## config.mk

```make
export PLATFORM = sky130hd
export DESIGN_NAME = ifetch
export DESIGN_NICKNAME = d
export VERILOG_FILES = /design/src/rtl/ifetch_pkg.sv /design/src/rtl/ifetch_buf.sv /design/src/rtl/ifetch.sv
export SDC_FILE = /design/constraint.sdc
export NUM_CORES = 1
export LEC_CHECK = 0
export ABC_CLOCK_PERIOD_IN_PS = 2000
export BUFFER_PORTS_ARGS = -buffer_cell sky130_fd_sc_hd__buf_2
export CAP_MARGIN = 20
export CORE_AREA = 2 2 137 99
export DETAILED_ROUTE_END_ITERATION = 10
export DIE_AREA = 0 0 139 101
export PLACE_DENSITY = 0.79
export SYNTH_ARGS = -nofsm -noshare
export SYNTH_HDL_FRONTEND = slang
export SYNTH_SLANG_ARGS = --single-unit
```

## constraint.sdc

```tcl
create_clock -name clk -period 2 [get_ports clk]
set_clock_uncertainty 0.05 [all_clocks]
set_input_delay 0.2 -clock clk [delete_from_list [all_inputs] [get_ports clk]]
set_output_delay 0.2 -clock clk [all_outputs]
set_load 0.1 [all_outputs]
```

## src/rtl/ifetch_pkg.sv

```systemverilog
// Shared encodings and constants for the instruction fetch unit.
package ifetch_pkg;

  typedef enum logic [2:0] {
    S_IDLE  = 3'd0,
    S_REQ   = 3'd1,
    S_RSP   = 3'd2,
    S_STALL = 3'd3,
    S_HALT  = 3'd4
  } state_e;

  localparam logic [31:0] NOP    = 32'h0000_0013;
  localparam logic [31:0] PC_INC = 32'd4;

endpackage

```

## src/rtl/ifetch_buf.sv

```systemverilog
// One-entry valid/ready holding register between fetch and decode.
// Holds NOP whenever empty so the decoder always sees a harmless word.
module ifetch_buf
  import ifetch_pkg::*;
#(
  parameter logic [31:0] RESET_PC = 32'h0000_0000
) (
  input  logic        clk,
  input  logic        rst_n,
  input  logic        load_i,
  input  logic        pop_i,
  input  logic        flush_i,
  input  logic [31:0] ld_data_i,
  input  logic [31:0] ld_pc_i,
  output logic [31:0] prog_o,
  output logic [31:0] prog_pc_o,
  output logic        prog_valid_o
);

  logic [31:0] data_q, pc_q;
  logic        vld_q;

  // prog_pc is left alone on pop/flush; only the word falls back to NOP.
  always_ff @(posedge clk or negedge rst_n) begin
    if (!rst_n) begin
      data_q <= NOP;
      pc_q   <= RESET_PC;
      vld_q  <= 1'b0;
    end else if (flush_i || pop_i) begin
      data_q <= NOP;
      vld_q  <= 1'b0;
    end else if (load_i) begin
      data_q <= ld_data_i;
      pc_q   <= ld_pc_i;
      vld_q  <= 1'b1;
    end
  end

  assign prog_o       = data_q;
  assign prog_pc_o    = pc_q;
  assign prog_valid_o = vld_q;

endmodule

```

## src/rtl/ifetch.sv

```systemverilog
// RV32I instruction fetch: PC, single-outstanding imem req/gnt/rvalid, redirect flush.
// Optional IFETCH_MISALIGN_EN: misaligned jump targets are trapped and fetch halts.
module ifetch
  import ifetch_pkg::*;
#(
  parameter logic [31:0] RESET_PC = 32'h0000_0000
) (
  input  logic        clk,
  input  logic        rst_n,
  output logic        imem_req,
  output logic [31:0] imem_addr,
  input  logic        imem_gnt,
  input  logic        imem_rvalid,
  input  logic [31:0] imem_rdata,
  output logic [31:0] prog,
  output logic [31:0] prog_pc,
  output logic        prog_valid,
  input  logic        prog_ready,
  input  logic        jmpe,
  input  logic [31:0] jmp_addr
`ifdef IFETCH_MISALIGN_EN
  ,
  output logic        fetch_misalign,
  output logic [31:0] fetch_bad_addr
`endif
);

  state_e      state_q, state_d;
  logic        drop_q, drop_d;
  logic [31:0] pc_q, pc_d;
  logic [31:0] addr_q;
  logic        buf_load, buf_pop, buf_flush;
  logic        redir, mis;

  assign redir = jmpe & (state_q != S_HALT);

`ifdef IFETCH_MISALIGN_EN
  logic        mis_q;
  logic [31:0] bad_q;

  assign mis            = redir & (|jmp_addr[1:0]);
  assign fetch_misalign = mis_q;
  assign fetch_bad_addr = bad_q;

  always_ff @(posedge clk or negedge rst_n) begin
    if (!rst_n) begin
      mis_q <= 1'b0;
      bad_q <= '0;
    end else if (mis) begin
      mis_q <= 1'b1;
      bad_q <= jmp_addr;
    end
  end
`else
  logic unused_jmp_lo;
  assign unused_jmp_lo = ^jmp_addr[1:0];
  assign mis           = 1'b0;
`endif

  always_comb begin
    state_d   = state_q;
    drop_d    = drop_q;
    pc_d      = pc_q;
    buf_load  = 1'b0;
    buf_pop   = 1'b0;
    buf_flush = 1'b0;
    case (state_q)
      S_IDLE: state_d = S_REQ;
      S_REQ:  if (imem_gnt) state_d = S_RSP;
      S_RSP: begin
        if (imem_rvalid) begin
          if (drop_q) begin
            drop_d  = 1'b0;
            state_d = S_REQ;
          end else begin
            buf_load = 1'b1;
            pc_d     = pc_q + PC_INC;
            state_d  = S_STALL;
          end
        end
      end
      S_STALL: begin
        if (prog_valid && prog_ready) begin
          buf_pop = 1'b1;
          state_d = S_REQ;
        end
      end
      default: ;
    endcase

    // A redirect overrides the normal flow; in REQ the grant still moves us to RSP.
    if (redir) begin
      pc_d      = {jmp_addr[31:2], 2'b00};
      buf_flush = 1'b1;
      buf_load  = 1'b0;
      case (state_q)
        S_REQ: drop_d = 1'b1;
        S_RSP: begin
          if (imem_rvalid) begin
            drop_d  = 1'b0;
            state_d = S_REQ;
          end else begin
            drop_d = 1'b1;
          end
        end
        default: state_d = S_REQ;
      endcase
    end

    if (mis) begin
      state_d   = S_HALT;
      pc_d      = pc_q;
      drop_d    = 1'b0;
      buf_load  = 1'b0;
      buf_flush = 1'b1;
    end
  end

  // Request address is frozen while in REQ so it cannot move before the grant.
  always_ff @(posedge clk or negedge rst_n) begin
    if (!rst_n) begin
      state_q <= S_IDLE;
      drop_q  <= 1'b0;
      pc_q    <= RESET_PC;
      addr_q  <= RESET_PC;
    end else begin
      state_q <= state_d;
      drop_q  <= drop_d;
      pc_q    <= pc_d;
      if (state_q != S_REQ) addr_q <= pc_d;
    end
  end

  assign imem_req  = (state_q == S_REQ);
  assign imem_addr = addr_q;

  ifetch_buf #(.RESET_PC(RESET_PC)) u_buf (
    .clk          (clk),
    .rst_n        (rst_n),
    .load_i       (buf_load),
    .pop_i        (buf_pop),
    .flush_i      (buf_flush),
    .ld_data_i    (imem_rdata),
    .ld_pc_i      (pc_q),
    .prog_o       (prog),
    .prog_pc_o    (prog_pc),
    .prog_valid_o (prog_valid)
  );

endmodule
```

== Word-level counts from Yosys, hierarchy flattened ==
Cells that the tools add are included.

* Bits in registers: 133
* ROM bits: 0
* Word-level logic and storage cells: 48
* Memories: 0
* Bits of input ports: 70
* Latch bits: 0
* Output and inout port bits: 98
* Bits in writable memories: 0

* Reductions and logical operators: 5
* Add/sub/neg operators: 1
* $lt $le $gt $ge: 0
* Equal/unequal tests: 5
* Bitwise gates (word level): 2
* Mux-type cells: 28
* Shifts and indexed selects: 0
* Multiply operators: 0
* Divide/modulo/power cells: 0

{| class="wikitable"
|+ Operators with widths
! kind !! number
|-
| 32-bit 2-to-1 mux || 6
|-
| 32-bit by 3-bit adder with 32-bit output, second input constant || 1
|-
| 3-bit 2-to-1 mux || 5
|-
| 1-bit 2-to-1 mux || 13
|-
| 3-bit one-hot mux with 4 select lines || 1
|-
| 3-bit by 2-bit == test with 1-bit output, second input constant || 2
|-
| 3-bit one-hot mux with 2 select lines || 1
|-
| 3-bit by 1-bit == test with 1-bit output, second input constant || 1
|-
| 3-bit zero test || 1
|-
| 3-bit by 1-bit inequality test with 1-bit output, second input constant || 1
|-
| 3-bit inequality test, second input constant || 1
|-
| 2-bit 2-to-1 mux || 1
|-
| 1-bit one-hot mux with 2 select lines || 1
|-
| 2-bit AND reduction || 1
|-
| 2-bit nonzero test || 1
|-
| 1-bit AND || 1
|-
| 1-bit logical AND || 1
|-
| 1-bit logical OR || 1
|-
| 1-bit inverter || 1
|}

== Longest topological paths before layout ==
Gate-level depths: netlist of the first run.

* Depth after elaboration: 6
* Depth in mapped cells: 7
* Mapped depth without buffers: 6

== Hierarchy ==
A second synthesis of the first run with hierarchy kept.

* Cells, all modules: 558
* Area total of the unflattened synthesis: 6,089.6 um^2

{| class="wikitable"
|+ Modules (own cells, without submodules)
! module !! area each (um^2) !! instances !! seq. area each (um^2) !! cells an instance
|-
| ifetch || 3,554.7 || 1 || 1,701.6 || 382
|-
| ifetch_buf || 2,534.9 || 1 || 1,630.3 || 176
|}

== Worst setup path before layout of the first run ==
No wires, ideal clock.

* Path kind: flip-flop to flip-flop
* From: register state_q[0]
* To: register addr_q[27] (netlist: imem_addr[27])
* Required time: 1.766 ns
* Period minus slack after synthesis: 2.549 ns
* Setup time: 0.184 ns
* Buffers on the path: 2
* Setup slack: -0.549 ns
* Stages on the path, launching flop included: 6
* Arrival: 2.315 ns
* Path through: dfrtp_1 > buf_1 > nand2_1 > inv_1 > clkbuf_1 > o221ai_1

* Word-level cells in the longest chain between the ends: 3

{| class="wikitable"
|+ Ends and longest elaborated chain
! item !! RTL line !! source
|-
| start, declared || ifetch.sv:28 || <nowiki>state_e state_q, state_d;</nowiki>
|-
| start signal, assigned || ifetch.sv:127 || <nowiki>state_q <= state_d;</nowiki>
|-
| 3-bit by 2-bit == test with 1-bit output / 3-bit inequality test (equally long branches) || ifetch.sv:67, ifetch.sv:35 ||
|-
| 32-bit 2-to-1 mux / 1-bit AND (equally long branches) || ifetch.sv:67, ifetch.sv:35 ||
|-
| 32-bit 2-to-1 mux || ifetch.sv:92 || <nowiki>if (redir) begin</nowiki>
|-
| end signal, assigned || ifetch.sv:130 || <nowiki>if (state_q != S_REQ) addr_q <= pc_d;</nowiki>
|-
| end, declared || ifetch.sv:31 || <nowiki>logic [31:0] addr_q;</nowiki>
|}

Parallel ways exist; a longest one is shown, timed or not.
A chain may end at the register's enable or synchronous reset.

== Final worst setup path of the first run ==
* From: register state_q[0]
* To: register u_buf.pc_q[21] (netlist: u_buf.prog_pc_o[21])

* Word-level cells in the longest chain between the ends: 6

{| class="wikitable"
|+ Ends and longest elaborated chain
! item !! RTL line !! source
|-
| 3-bit inequality test || ifetch.sv:35 || <nowiki>assign redir = jmpe & (state_q != S_HALT);</nowiki>
|-
| 1-bit AND || ifetch.sv:35 ||
|-
| 1-bit 2-to-1 mux || ifetch.sv:92 ||
|-
| 1-bit logical OR || ifetch_buf.sv:29 || <nowiki>end else if (flush_i || pop_i) begin</nowiki>
|-
| 1-bit inverter (no line) || n/a ||
|-
| 2-bit AND reduction (no line) (*) || n/a ||
|-
| end signal, assigned || ifetch_buf.sv:34 || <nowiki>pc_q <= ld_pc_i;</nowiki>
|-
| end, declared || ifetch_buf.sv:20 || <nowiki>logic [31:0] data_q, pc_q;</nowiki>
|}

Mark *: on every way between the ends. The rest lies on a longest branch, timed or not.

==> results of run 1 <==
## layout by cell type, fill, tap and decap left out, drive strengths merged, types with 5 or more instances in the layout
master | netlist | routed
nand4 | 16 | 16
and3 | 9 | 9
dfrtp | 130 | 130
nand3 | 12 | 12
nor2 | 62 | 62
o21ai | 13 | 13
xor2 | 14 | 14
buf | 8 | 206
nor3 | 10 | 10
inv | 5 | 8
clkinv | 0 | 6
mux2 | 39 | 39
and2 | 5 | 5
a221oi | 6 | 6
a21oi | 68 | 68
dlygate4sd3 | 0 | 42
nand2 | 89 | 89
clkbuf | 26 | 17
o22ai | 12 | 12
xnor2 | 14 | 14
## worst min path at each step
stage,from,to,slack [ps],cells past startpoint
2_1_floorplan,rst_n,drop_q$_DFF_PN0_,-150,0
3_3_place_gp,rst_n,u_buf.prog_pc_o[14]$_DFFE_PN0P_,130,1
3_5_place_dp,rst_n,u_buf.prog_pc_o[14]$_DFFE_PN0P_,140,1
4_1_cts,jmp_addr[16],pc_q[16]$_DFF_PN0_,1,3
5_1_grt,jmp_addr[28],pc_q[28]$_DFF_PN0_,20,3
6_report,jmp_addr[22],pc_q[22]$_DFF_PN0_,10,3
## metrics by stage
step	total power, W	hold slack (ps)	instance area [µm²]
detailed placement	0.00994	138	7160
CTS	0.0134	0.961	8220
floorplan	0.00862	-146	5900
global route	0.0139	16.7	8300
global placement	0.00985	135	7160
finish	0.0134	11.1	8300
## area by class of cell
| class | instances | area [µm²] |
|---|---|---|
| Clock buffer | 17 | 425 |
| Tap cell | 166 | 208 |
| Sequential cell | 133 | 3330 |
| Fill cell | 1024 | 4490 |
| Inverter | 5 | 18.8 |
| Clock inverter | 15 | 203 |
| Timing Repair Buffer | 248 | 1650 |
| Multi-Input combinational cell | 402 | 2460 |
## critical path, delay by kind of cell (launching register included)
family                 cells  cell delay, ps
DFF                        1             370
muxes                      1             340
and+or+nand+nor            3             880
buffers and inverters      1             190
## cell families (layout without fill, tap and decap cells)
family | count (synthesis) | count (layout) | synth area share [%]
flops | 133 | 133 | 56.5
simple gates | 221 | 221 | 17.6
fa+ha+maj | 1 | 1 | 0.212
mux | 41 | 41 | 7.79
xor+xnor | 28 | 28 | 4.16
buf+inv | 39 | 285 | 2.74
compound gates | 111 | 111 | 11.0
## state kept, by name (all words and copies together), names as in the netlist
name                flops
u_buf.prog_pc_o        32
state_q                 3
u_buf.prog_o           32
pc_q                   32
drop_q                  1
u_buf.prog_valid_o      1
imem_addr              32
## repair_timing
item / in CTS / in global routing
hold buffers: 41 / 1
hold endpoints to repair: 89 / 1
cloned: 0 / 1
gates resized for setup: 4 / 10
setup endpoints to repair: 5 / 40
pin swaps: 2 / 5
buffers inserted: 2 / 3
## power breakdown
group / internal, W / total (W) / switching, W
Sequential: 0.00329 / 0.00367 / 0.000377
Clock: 0.00210 / 0.00331 / 0.00122
Combinational: 0.00125 / 0.00638 / 0.00513
## per-layer routing
| metal | global-route usage [%] | vias up |
|---|---|---|
| met5 | 0 | - |
| met4 | 7.30 | 0 |
| met3 | 5.04 | 26 |
| met2 | 38.3 | 205 |
| met1 | 33.3 | 2569 |
| li1 | - | 2455 |
==> summary.md, run 1 <==
| Metric | Value |
|---|---|
| Outcome | finished, final reports clean |
| Final Hold Fails | 0 |
| Initial antenna violation count | 0 |
| # IOs | around 170 |
| Most numerous cell in the Yosys netlist | dfrtp_1 |
| Worst-margin pin slew | slightly above 500 ps |
| DRC | 0 |
| Slew Viols, Final | 0 |
| Synth top cells by count | dfrtp_1 (130), nand2_1 (89), a21oi_1 (68) |
| FF+latch count, synth | roughly 130 |
| Cell Chain, Critical Path | or3b_4 -> or2_4 -> nor2_4 -> buf_12 -> mux2_1 |
| DRT met1 WL | between 7 and 8 mm |
| CP arrival | about 2200 ps |
| Avg Cell Area, Syn | about 10 µm² |
| Endpoints failing setup | 0 |
| Port Buffers | 165 |
| P per Cell Area | between 1500 and 2000 nW/µm² |
| Met3 routed WL | 1.10 mm |
| Sum Neg Setup Slack | 0 ps |
| Total GRT Usage | 24.0% |
| CP Data Required Time | between 2000 and 2500 ps |
| Critical Path Fanout Max | 19 |
| Synth-to-layout area growth | 40.9% |
| Cells on worst reg2reg path | 5 |
| Core Region | about 13000 µm² |
| Max-Cap Viols | 0 |
| Vias in the first global route | roughly 5200 |
| Final Cycle Share | 98.3% |
| Leakage | just under 4 nW |
| Max Root-Sink Buffers | 2 |
| Initial DRC count | roughly 320 |
| Site Rows | 35 |
| Die area | between 10000 and 15000 µm² |
| Clock sink total | 133 |
| Root Driver | clkbuf_16 |
| Met2 WL post-DR | 7.73 mm |
| First-pass GRT wire length | 26.7 mm |
| Vias per cell | around 5.3 |
| Post-synth EDFFs | 0 |
| DRT antenna net count | 0 |
| Post-route setup slack | approximately 33 ps |
| Slowest cell on the critical path | or3b_4 |
| Yosys top cell area share | between 50% and 60% |
| Starting Density | 46.1% |
| Setup WS pre-CTS | -25.6 ps |
| Setup crit end | u_buf.prog_pc_o[21]$_DFFE_PN0P_ |
| Fin nets | between 800 and 900 |
| Placed cells | 906 |
| Clk slew on worst S/H paths | 60 ps |
| CP startpoint | state_q[0]$_DFF_PN0_ |
| Slew margin rel. | between 60% and 70% |
| Largest net degree at the start of global routing | between 50 and 60 |
| CP max stage delay | about 430 ps |
| Tightest Hold Check Type | in -> reg |
| Synthesized area | approximately 6000 µm² |
| Largest area contributor in the synthesized netlist | dfrtp_1 |
| Highest routed layer | met4 |
| Total gr overflow | 0 |
| YS warnings | 0 |
| Final core utilization | between 60% and 70% |
| Critical path capture point type | flop |
| Type of origin of the critical path | flop |
| Fmax | just over 500 MHz |
| Synth cell types | 48 |
| Total number of vias | about 5300 |
| Synth area leaders | dfrtp_1 (55%), mux2_1 (6.3%), a21oi_1 (5.8%) |
| Register area share after synthesis | between 50 and 60% |
| Dominant synthesized flop cell | dfrtp_1 |
| Non-Filler Instances | slightly below 1000 |
| RSZ-0062 raised after global routing | true |
| GPL Wtd Cong | around 0.83 |
| CTS buffer count | 17 |
| Async S/R FF share, synth | 100% |
| Diode count | 0 |
| Worst r2r dst | u_buf.prog_pc_o[21]$_DFFE_PN0P_ |
| CTS tree | built |
| DP HPWL | 10.8 mm |
| R2R Setup Slk | approximately 33 ps |
| Share of cells above drive strength 1 | 32.9% |
| Drt first pass iters | 5 |
| Die width | around 140 µm |
| Routed len/inst | 16.9 µm |
| Syn nets | about 650 |
| H-tree lvl count | 4 |
| Peak VDD IR | around 1500 µV |
| Crit path kind | reg -> reg |
| Reg-to-Reg Start | state_q[0]$_DFF_PN0_ |
| Minimum clock period | between 1500 and 2000 ps |
| Die height | slightly above 100 µm |
| Synth Instances | around 570 |
| Final wirelength | 16.6 mm |
| Worst skew pair latency | 410 ps |
(Power assumes the default switching activity.)
==> run 2, diff against run 1 <==
--- a/config.mk
+++ b/config.mk
@@ -8,10 +8,11 @@
 export ABC_CLOCK_PERIOD_IN_PS = 2000
 export BUFFER_PORTS_ARGS = -buffer_cell sky130_fd_sc_hd__buf_2
 export CAP_MARGIN = 20
-export CORE_AREA = 2 2 137 99
+export CORE_AREA = 2 2 140 101
 export DETAILED_ROUTE_END_ITERATION = 10
-export DIE_AREA = 0 0 139 101
-export PLACE_DENSITY = 0.79
+export DIE_AREA = 0 0 142 103
+export PLACE_DENSITY = 0.78
 export SYNTH_ARGS = -nofsm -noshare
 export SYNTH_HDL_FRONTEND = slang
+export SYNTH_HIERARCHICAL = 1
 export SYNTH_SLANG_ARGS = --single-unit
==> summary.md, run 2 <==
| Metric | Value |
|---|---|
| CP most frequent cell | or3_4 |
| Core Region | 13500 µm² |
| Avg Cell Area, Syn | about 11 µm² |
| Max Root-Sink Buffers | 2 |
| Setup crit end | pc_q[24]$_DFF_PN0_ |
| Crit path kind | reg -> reg |
| Fin nets | between 900 and 1000 |
| RSZ-0062 raised after global routing | true |
| Critical Path Fanout Max | 6 |
| Type of origin of the critical path | flop |
| FF+latch count, synth | around 130 |
| Worst-margin pin slew | roughly 550 ps |
| Site Rows | 36 |
| Share of cells above drive strength 1 | about 45% |
| CP startpoint | pc_q[5]$_DFF_PN0_ |
| R2R Setup Slk | -170 ps |
| Post-synth EDFFs | 0 |
| Largest area contributor in the synthesized netlist | dfrtp_1 |
| Syn nets | 629 |
| Root Driver | clkbuf_16 |
| DRC | 0 |
| Reg-to-Reg Start | pc_q[5]$_DFF_PN0_ |
| Port Buffers | between 150 and 200 |
| Largest net degree at the start of global routing | slightly above 50 |
| Placed instance area | between 7000 and 8000 µm² |
| Design Area, Final | 9400 µm² |
| Most numerous cell in the Yosys netlist | dfrtp_1 |
| Synthesized area | just over 6000 µm² |
| Register area share after synthesis | 54.7% |
| Failing checks | negative hold slack, negative setup slack |
| Synth top cells by count | dfrtp_1 (130), nor2_1 (74), mux2_2 (40) |
| First-pass GRT wire length | roughly 29 mm |
| Highest-count cells in the layout ignoring fill and taps | buf_2 (163), dfrtp_1 (128), nor2_1 (70) |
| Fmax | around 460 MHz |
| Post-route setup slack | -168 ps |
| Vias in the first global route | ~5700 |
| Final Hold Fails | 1 |
| Hold slack | -5.07 ps |
| Total number of vias | just under 6000 |
| Slew Viols, Final | 0 |
| Cell Chain, Critical Path | nand4_1 -> or4_4 -> or3_4 -> buf_6 -> or3_4 -> nand3_2 |
| Vias per cell | around 5.7 |
| # IOs | 168 |
| Synth area leaders | dfrtp_1 (53%), mux2_2 (7.4%), mux2i_1 (6.2%) |
| Minimum clock period | 2170 ps |
| Leakage | 4.55 nW |
| DP HPWL | 12.0 mm |
| Drt first pass iters | 5 |
| Cells on worst reg2reg path | 6 |
| Critical path capture point type | flop |
| CP Data Required Time | between 2000 and 2500 ps |
| Synth-to-layout area growth | 54.4% |
| Worst r2r dst | pc_q[24]$_DFF_PN0_ |
| Initial DRC count | 411 |
| CTS buffer count | 17 |
| YS warnings | 6 |
| CP arrival | ~2500 ps |
| Peak VDD IR | ~1200 µV |
| Die area | ~15000 µm² |
| Async S/R FF share, synth | 100% |
| Dominant synthesized flop cell | dfrtp_1 |
| Slowest cell on the critical path | or4_4 |
| Most common cell after layout, fill and taps aside | buf_2 |
| DRT antenna net count | 0 |
| P per Cell Area | between 1500 and 2000 nW/µm² |
| Tightest Hold Check Type | in -> reg |
| GPL Wtd Cong | between 0.8 and 0.9 |
| Slew margin rel. | 63.2% |
| Final core utilization | between 60% and 70% |
| CP max stage delay | ~590 ps |
| Initial antenna violation count | 1 |
| Final Cycle Share | 108% |
| Starting Density | between 40% and 50% |
| CTS tree | built |
| Total GRT Usage | 26.0% |
| Synth Instances | roughly 560 |
| Endpoints failing setup | 96 |
| Routed len/inst | roughly 20 µm |
| Outcome | finished with violations |
| Die height | just over 100 µm |
| Sum Neg Setup Slack | -6130 ps |
| H-tree lvl count | 4 |
| Max-Cap Viols | 0 |
| Worst skew pair latency | around 420 ps |
| Final wirelength | 20.6 mm |
| Total gr overflow | 0 |
| Clk slew on worst S/H paths | about 60 ps |
| Die width | between 100 and 150 µm |
| Synth cell types | 58 |
| Clock sink total | 133 |
| Yosys top cell area share | 53.4% |
## run 2: cell count changes after synthesis, moves of 10 or more
cell / before / now
a21oi_1: 68 / 26
o21ai_0: 5 / 15
nand2_1: 89 / 34
mux2i_1: 2 / 38
mux2_1: 33 / 2
mux2_2: 6 / 40
nor2_1: 60 / 74
## run 2: timing repair
| action | CTS | global route |
|---|---|---|
| setup buffers | 12 | 4 |
| gates cloned | 1 | 2 |
| pin swaps | 17 | 13 |
| setup endpoints to repair | 103 | 114 |
| hold buffers | 46 | 0 |
| hold endpoints to repair | 90 | 0 |
| gates resized for setup | 43 | 77 |
## run 2: cell families (layout without fill, tap and decap cells)
| kind of cell | count (synthesis) | in the layout | share of synthesized area (%) |
|---|---|---|---|
| and+or+nand+nor | 202 | 202 | 16.8 |
| other | 0 | 1 | 0 |
| muxes | 80 | 80 | 14.0 |
| buffers and inverters | 45 | 334 | 3.43 |
| xor gates and xnor gates | 20 | 20 | 2.88 |
| DFF | 133 | 133 | 54.7 |
| AOI/OAI and AO/OA | 77 | 77 | 7.93 |
| adders and majority gates | 1 | 1 | 0.205 |
## run 2: stage by stage
step	setup slack, ps	total power [W]	cells	hold slack, ps
after floorplan	-331	0.00930	558	-146
after global placement	-184	0.0107	923	111
after detailed placement	-253	0.0109	923	123
after CTS	-86.2	0.0146	1013	3.21
after global routing	-239	0.0154	1019	16.8
final	-168	0.0150	1019	-5.07
## run 2: power breakdown
| group | internal (W) | switching, W |
|---|---|---|
| clock | 0.00226 | 0.00126 |
| sequential | 0.00335 | 0.000464 |
| combinational | 0.00177 | 0.00591 |
## run 2: worst max-delay path: cells and delay by family (launching register included)
family / cells / cell delay [ps]
buffers and inverters: 1 / 150
flip-flops: 1 / 360
AND/OR/NAND/NOR: 5 / 1540
## run 2: how the worst min path moves through the flow
stage          slack, ps                      endpoint         start  cells after the start
2_1_floorplan       -150              drop_q$_DFF_PN0_         rst_n                      0
3_3_place_gp         110  u_buf/prog_o[14]$_DFFE_PN0P_         rst_n                      1
3_5_place_dp         120  u_buf/prog_o[16]$_DFFE_PN0P_         rst_n                      1
4_1_cts                3     imem_addr[31]$_DFFE_PN0N_  jmp_addr[31]                      3
5_1_grt               20            pc_q[23]$_DFF_PN0_  jmp_addr[23]                      3
6_report              -5             pc_q[8]$_DFF_PN0_   jmp_addr[8]                      3
## run 2: area by class of cell
type / instances / area [µm²]
clock inverter: 14 / 223
sequential: 133 / 3330
antenna: 1 / 2.50
timing repair buffer: 292 / 2110
multi-input combinational: 380 / 3030
clock buffer: 18 / 439
tap: 171 / 214
fill: 898 / 4070
inverter: 10 / 47.5
## run 2: routing by layer
layer  global-route usage, %  up-vias  routed length (µm)
met4                    12.2        0                 903
met2                    41.2      316                9690
li1                        -     2529                   -
met5                       0        -                   0
met1                    34.7     2843                8710
met3                    5.25       84                1330
